File: src/rtl/vadd_pkg.sv
// Shared definitions for the vadd stream stages.
//
// ap_ctrl_hs signal-bundle contract (all signals on ap_clk, synchronous):
//   ap_start  in   request; a block samples it only while IDLE
//   ap_idle   out  high while IDLE and ap_start is low
//   ap_done   out  one-cycle pulse once the block's work is complete
//   ap_ready  out  one-cycle pulse, coincident with ap_done
package vadd_pkg;

    localparam int unsigned DEFAULT_DATA_W = 32;
    localparam int unsigned DEFAULT_ADDR_W = 10;

    // One-hot control states.
    typedef enum logic [2:0] {
        ST_IDLE = 3'b001,
        ST_RUN  = 3'b010,
        ST_DONE = 3'b100
    } state_t;

endpackage

File: src/rtl/skid_buf2.sv
// Two-entry register FIFO with a registered head.
// Ports: clk, rst (sync, active-high), push/din write side, pop read side,
//        head = oldest entry, count = occupancy 0..2.
// The producer must not push while count==2 unless it also pops.
module skid_buf2 #(
    parameter int unsigned W = 32
) (
    input  logic         clk,
    input  logic         rst,
    input  logic         push,
    input  logic [W-1:0] din,
    input  logic         pop,
    output logic [W-1:0] head,
    output logic [1:0]   count
);

    logic [W-1:0] tail;
    logic         do_pop;

    // A pop on an empty buffer is ignored.
    assign do_pop = pop & (count != 2'd0);

    always_ff @(posedge clk) begin
        if (rst) begin
            head  <= '0;
            tail  <= '0;
            count <= 2'd0;
        end else begin
            unique case ({push, do_pop})
                2'b10: begin
                    if (count == 2'd0) head <= din;
                    else               tail <= din;
                    count <= count + 2'd1;
                end
                2'b01: begin
                    head  <= tail;
                    count <= count - 2'd1;
                end
                2'b11: begin
                    // Occupancy unchanged; new word lands behind whatever remains.
                    if (count == 2'd1) begin
                        head <= din;
                    end else begin
                        head <= tail;
                        tail <= din;
                    end
                end
                default: ;
            endcase
        end
    end

endmodule

File: src/rtl/vadd_load_stream.sv
// Stream-load stage: on an ap_ctrl_hs start, reads len words from a
// 1-cycle-latency memory starting at base_addr and writes them in address
// order into a stream FIFO, honouring back-pressure at up to one word/cycle.
// Ports: ap_clk/ap_rst (sync, active-high); ap_start/ap_done/ap_idle/ap_ready
//        control; base_addr/len job; mem_address/mem_ce/mem_q memory read;
//        s_V_din/s_V_full_n/s_V_write stream write.
module vadd_load_stream
    import vadd_pkg::*;
#(
    parameter int unsigned DATA_W = DEFAULT_DATA_W,
    parameter int unsigned ADDR_W = DEFAULT_ADDR_W
) (
    input  logic              ap_clk,
    input  logic              ap_rst,
    input  logic              ap_start,
    output logic              ap_done,
    output logic              ap_idle,
    output logic              ap_ready,
    input  logic [ADDR_W-1:0] base_addr,
    input  logic [ADDR_W-1:0] len,
    output logic [ADDR_W-1:0] mem_address,
    output logic              mem_ce,
    input  logic [DATA_W-1:0] mem_q,
    output logic [DATA_W-1:0] s_V_din,
    input  logic              s_V_full_n,
    output logic              s_V_write
);

    localparam int unsigned CNT_W = ADDR_W + 1;

    state_t            state, state_nxt;
    logic [ADDR_W-1:0] base_r;
    logic [CNT_W-1:0]  len_r;
    logic [CNT_W-1:0]  issued;
    logic [CNT_W-1:0]  written;
    logic [CNT_W-1:0]  written_nxt;
    logic              inflight;
    logic [1:0]        buf_cnt;
    logic              pop;
    logic [2:0]        occ;

    // Words the buffer will hold once the read in flight lands.
    assign pop         = s_V_write & s_V_full_n;
    assign occ         = 3'(buf_cnt) + 3'(inflight) - 3'(pop);
    assign written_nxt = written + CNT_W'(pop);

    assign mem_ce      = (state == ST_RUN) && (issued < len_r) && (occ < 3'd2);
    assign mem_address = base_r + issued[ADDR_W-1:0];
    assign s_V_write   = (buf_cnt != 2'd0);
    assign ap_done     = (state == ST_DONE);
    assign ap_ready    = (state == ST_DONE);
    assign ap_idle     = (state == ST_IDLE) && !ap_start;

    // Next-state logic.
    always_comb begin
        state_nxt = state;
        unique case (state)
            ST_IDLE: if (ap_start) state_nxt = (len != '0) ? ST_RUN : ST_DONE;
            ST_RUN:  if ((written_nxt == len_r) && !inflight) state_nxt = ST_DONE;
            ST_DONE: state_nxt = ST_IDLE;
            default: state_nxt = ST_IDLE;
        endcase
    end

    // State, job latch, counters and in-flight flag.
    always_ff @(posedge ap_clk) begin
        if (ap_rst) begin
            state    <= ST_IDLE;
            base_r   <= '0;
            len_r    <= '0;
            issued   <= '0;
            written  <= '0;
            inflight <= 1'b0;
        end else begin
            state    <= state_nxt;
            inflight <= mem_ce;
            if ((state == ST_IDLE) && ap_start) begin
                base_r  <= base_addr;
                len_r   <= CNT_W'(len);
                issued  <= '0;
                written <= '0;
            end else begin
                if (mem_ce) issued  <= issued + CNT_W'(1);
                if (pop)    written <= written_nxt;
            end
        end
    end

    // Read data is captured the cycle after mem_ce; reset drops any pending read.
    skid_buf2 #(
        .W (DATA_W)
    ) u_buf (
        .clk   (ap_clk),
        .rst   (ap_rst),
        .push  (inflight),
        .din   (mem_q),
        .pop   (pop),
        .head  (s_V_din),
        .count (buf_cnt)
    );

endmodule

File: config.mk
export PLATFORM = sky130hd
export DESIGN_NAME = vadd_load_stream
export DESIGN_NICKNAME = d
export VERILOG_FILES = /design/src/rtl/vadd_pkg.sv /design/src/rtl/skid_buf2.sv /design/src/rtl/vadd_load_stream.sv
export SDC_FILE = /design/constraint.sdc
export NUM_CORES = 1
export LEC_CHECK = 0
export CAP_MARGIN = 10
export CORE_MARGIN = 2
export CORE_UTILIZATION = 40
export DETAILED_ROUTE_END_ITERATION = 8
export PLACE_DENSITY = 0.76
export SYNTH_ARGS = -nofsm -noshare
export SYNTH_HDL_FRONTEND = slang
export SYNTH_SLANG_ARGS = --single-unit
File: constraint.sdc
create_clock -name ap_clk -period 7 [get_ports ap_clk]
set_clock_uncertainty 0.05 [all_clocks]
set_input_delay 1.05 -clock ap_clk [delete_from_list [all_inputs] [get_ports ap_clk]]
set_output_delay 1.05 -clock ap_clk [all_outputs]
set_load 0.02 [all_outputs]
==> run metrics <==
Die X=approximately 120 um; Max Slew Vio Count=0; initial drt markers=roughly 230; Mapped Area=5470 um^2; Rows=42; Post-synth ARST share=0%; fmax=182 MHz; Worst Path Max Fanout=9; RSZ-0062 raised after global routing=false; Distinct cells, synth=51; Final Routed Wirelength=12.7 mm; Mapped Cells=between 600 and 700; top cell type's share of synthesized area=between 40% and 50%; H-tree depth=3; diode count=0; vias=slightly below 5000; CTS tree=done; Reg2Reg Setup Slack=3360 ps; DIE AREA=14600 um^2; sequential area share after synthesis=between 40 and 50%; number of detailed-route iterations in the first pass=5; Worst-Skew Late Latency=360 ps; IO Port Bufs=between 100 and 150; Root Buffer=clkbuf_16; run status=finished clean; Yosys warning total=0; DRT antenna net count=0; initial antenna violation count=0; Post-CTS Setup Bufs=0; Yosys top cell by area=dfxtp_1; RePlAce Congestion=approximately 0.80; ratio of cells with drive above 1 in the final layout=under 10%; mean number of vias per cell=between 5 and 6; global route total overflow=0; Post-synth EDFFs=0; most used cell, CP=clkdlybuf4s50_1; Detailed Place HPWL=approximately 8.5 mm; Cell Pwr Density=279 nW/um^2; Mean Syn Cell Area=approximately 8 um^2; Hold Crit Class=flip-flop to flip-flop; crit path cell chain=clkdlybuf4s50_1, nor2b_1, ha_1, nand2b_1, fa_1, nor3b_1, and3_1, o21ai_1, inv_1, clkdlybuf4s50_1; fin crit period=roughly 5500 ps; relative slew slack=25.1%; dominant synthesized flop cell=dfxtp_1; Mapped Nets=761; CTS sink cnt=112; filler instances=1255; vias in the first global route=4693; TritonCTS buffer count=9; Worst Tran Pin Value=roughly 1100 ps; largest cells by area after synthesis=dfxtp_1 (41%), nand2_1 (8.6%), ha_1 (6.2%); max cap viols=0; WHS=just over 400 ps; Hold Buf Count CTS=0; CP Capture Type=output pin; Final Setup Violations=0; maximum VDD drop=0.000203 V; Worst Path Required=approximately 5900 ps; synthesis-to-finish area growth=25.5%; setup_tns=0 ps; Initial Util=approximately 41%; critical path arrival=4380 ps; crit-path leading delay family=simple AND/OR/NAND/NOR gates; Final Hold Fails=0; drc violations=0; pin count of the biggest net entering global routing=a little over 90; wire per inst=between 10 and 15 um; Reg clk slew, reported paths=approximately 80 ps; final worst-path cycle share=around four fifths; GRT Resource Usage Total=a little under a fifth; NumNets Final=836; IO Count=between 100 and 150; Buf+Inv Stages, Crit Path=3; deepest clock path buffer count=2; critical path type=input port to output pin; core footprint=roughly 13000 um^2; Die Ht=roughly 120 um; register bit count reported by yosys=112; CP Launch Type=input port; cts repair resizes=0; Worst path max stage delay=just under 600 ps; Pleak=about 2.5 nW; critical path's slowest cell=clkdlybuf4s50_1; first-pass GRT wire length=about 22 mm
Yosys cell counts (2+ instances only):
library cell	number
a211oi_1	35
o21a_1	3
or3_1	7
o211a_1	2
buf_4	5
and2_1	4
nand2_1	126
o31a_1	2
nand3b_1	2
ha_1	27
o2111ai_1	4
nand4_1	6
o21ai_1	4
o211ai_1	3
and4_1	2
a211o_1	2
nand2b_1	8
a22oi_1	32
nor4_1	3
xor2_1	18
nor3_1	12
and3_1	5
inv_1	25
nand3_1	6
o21ai_0	12
nor2_1	62
fa_1	2
a21oi_1	67
a31oi_1	3
dfxtp_1	112
buf_1	6
xnor2_1	12
or4_1	4
clkbuf_1	31
nor3b_1	2
nor2b_1	5
routing by layer:
metal  GRT usage, %  part of all wire [%]
met4           6.10                   1.7
met1           23.1                    48
met3           6.11                   6.2
met5              0                     0
met2           29.1                    45
placed cells by master, fill, tap and decap left out, drive strengths merged, types with 3 or more instances in the layout:
master and instances:
or3 7, dfxtp 112, or4 4, a31oi 3, nor2b 5, xor2 18, a21oi 67, nand2b 8
a22oi 32, nand3 7, o21ai 16, clkdlybuf4s50 101, and2 4, nand4 7, o211ai 3, nor4 3
nor2 62, nand2 126, buf 6, xnor2 12, o2111ai 4, nor3 12, clkbuf 10, and3 5
inv 29, o21a 3, a211oi 35, ha 27
flip-flops by register name, indices dropped and copies added, names as in the netlist:
signal	count
inflight	1
len_r	10
u_buf.tail	32
state	3
issued	11
u_buf.count	2
written	11
base_r	10
u_buf.head	32
through the flow:
step / utilization (%) / setup WS, ps / power, mW / cells / cell area (um^2)
floorplan: - / 2770 / 1.17 / 676 / 5470
global placement: 49.4 / 1590 / 1.41 / 916 / 6570
detailed placement: 49.4 / 1510 / 1.42 / 916 / 6570
CTS: 51.7 / 1520 / 1.94 / 932 / 6870
global route: 51.7 / 1270 / 2.03 / 932 / 6870
finish: 51.7 / 1520 / 1.92 / 932 / 6870
path summary, 6_finish.rpt:
path | from | end | cells past startpoint
worst max register to register | u_buf.count[1] | issued[9] | 11
worst min register to register | u_buf.tail[12] | u_buf.tail[12] | 2
worst min-delay path | u_buf.tail[12] | u_buf.tail[12] | 2
worst max-delay path | s_V_full_n | mem_ce | 10
cells by family (layout without fill, tap and decap cells):
family                   after synthesis  after routing  share of synthesized area [%]
AND/OR/NAND/NOR                      258            258                           21.0
XOR/XNOR                              30             30                           4.80
AO/OA/AOI/OAI                        177            177                           20.9
buffers and inverters                 69            149                           5.21
adder cells (fa/ha/maj)               29             29                           6.90
flip-flops                           112            112                           41.0
multiplexers                           1              1                          0.183
power by group:
| group | switching [mW] | internal [mW] |
|---|---|---|
| clock network | 0.254 | 0.259 |
| registers | 0.0522 | 0.720 |
| logic | 0.350 | 0.283 |
cell type report:
class | count | area, um^2 | share of cell area [%]
multi-input combinational | 495 | 2960 | 43.1
sequential | 112 | 2240 | 32.6
timing repair buffer | 107 | 1050 | 15.3
clock buffer | 10 | 239 | 3.48
tap | 176 | 220 | 3.21
inverter | 26 | 97.6 | 1.42
clock inverter | 6 | 57.6 | 0.838
worst reg2reg max path, cell delays in order, from the launching register on:
cell and delay [ps]:
dfxtp_1 400, inv_1 100, ha_1 220, nor2b_1 530
ha_1 350, nand2b_1 160, fa_1 480, nor3b_1 150
and3_1 320, o2111ai_1 280, or3_1 380, a21oi_1 130
Note: power is estimated with default switching activity, not from simulation.
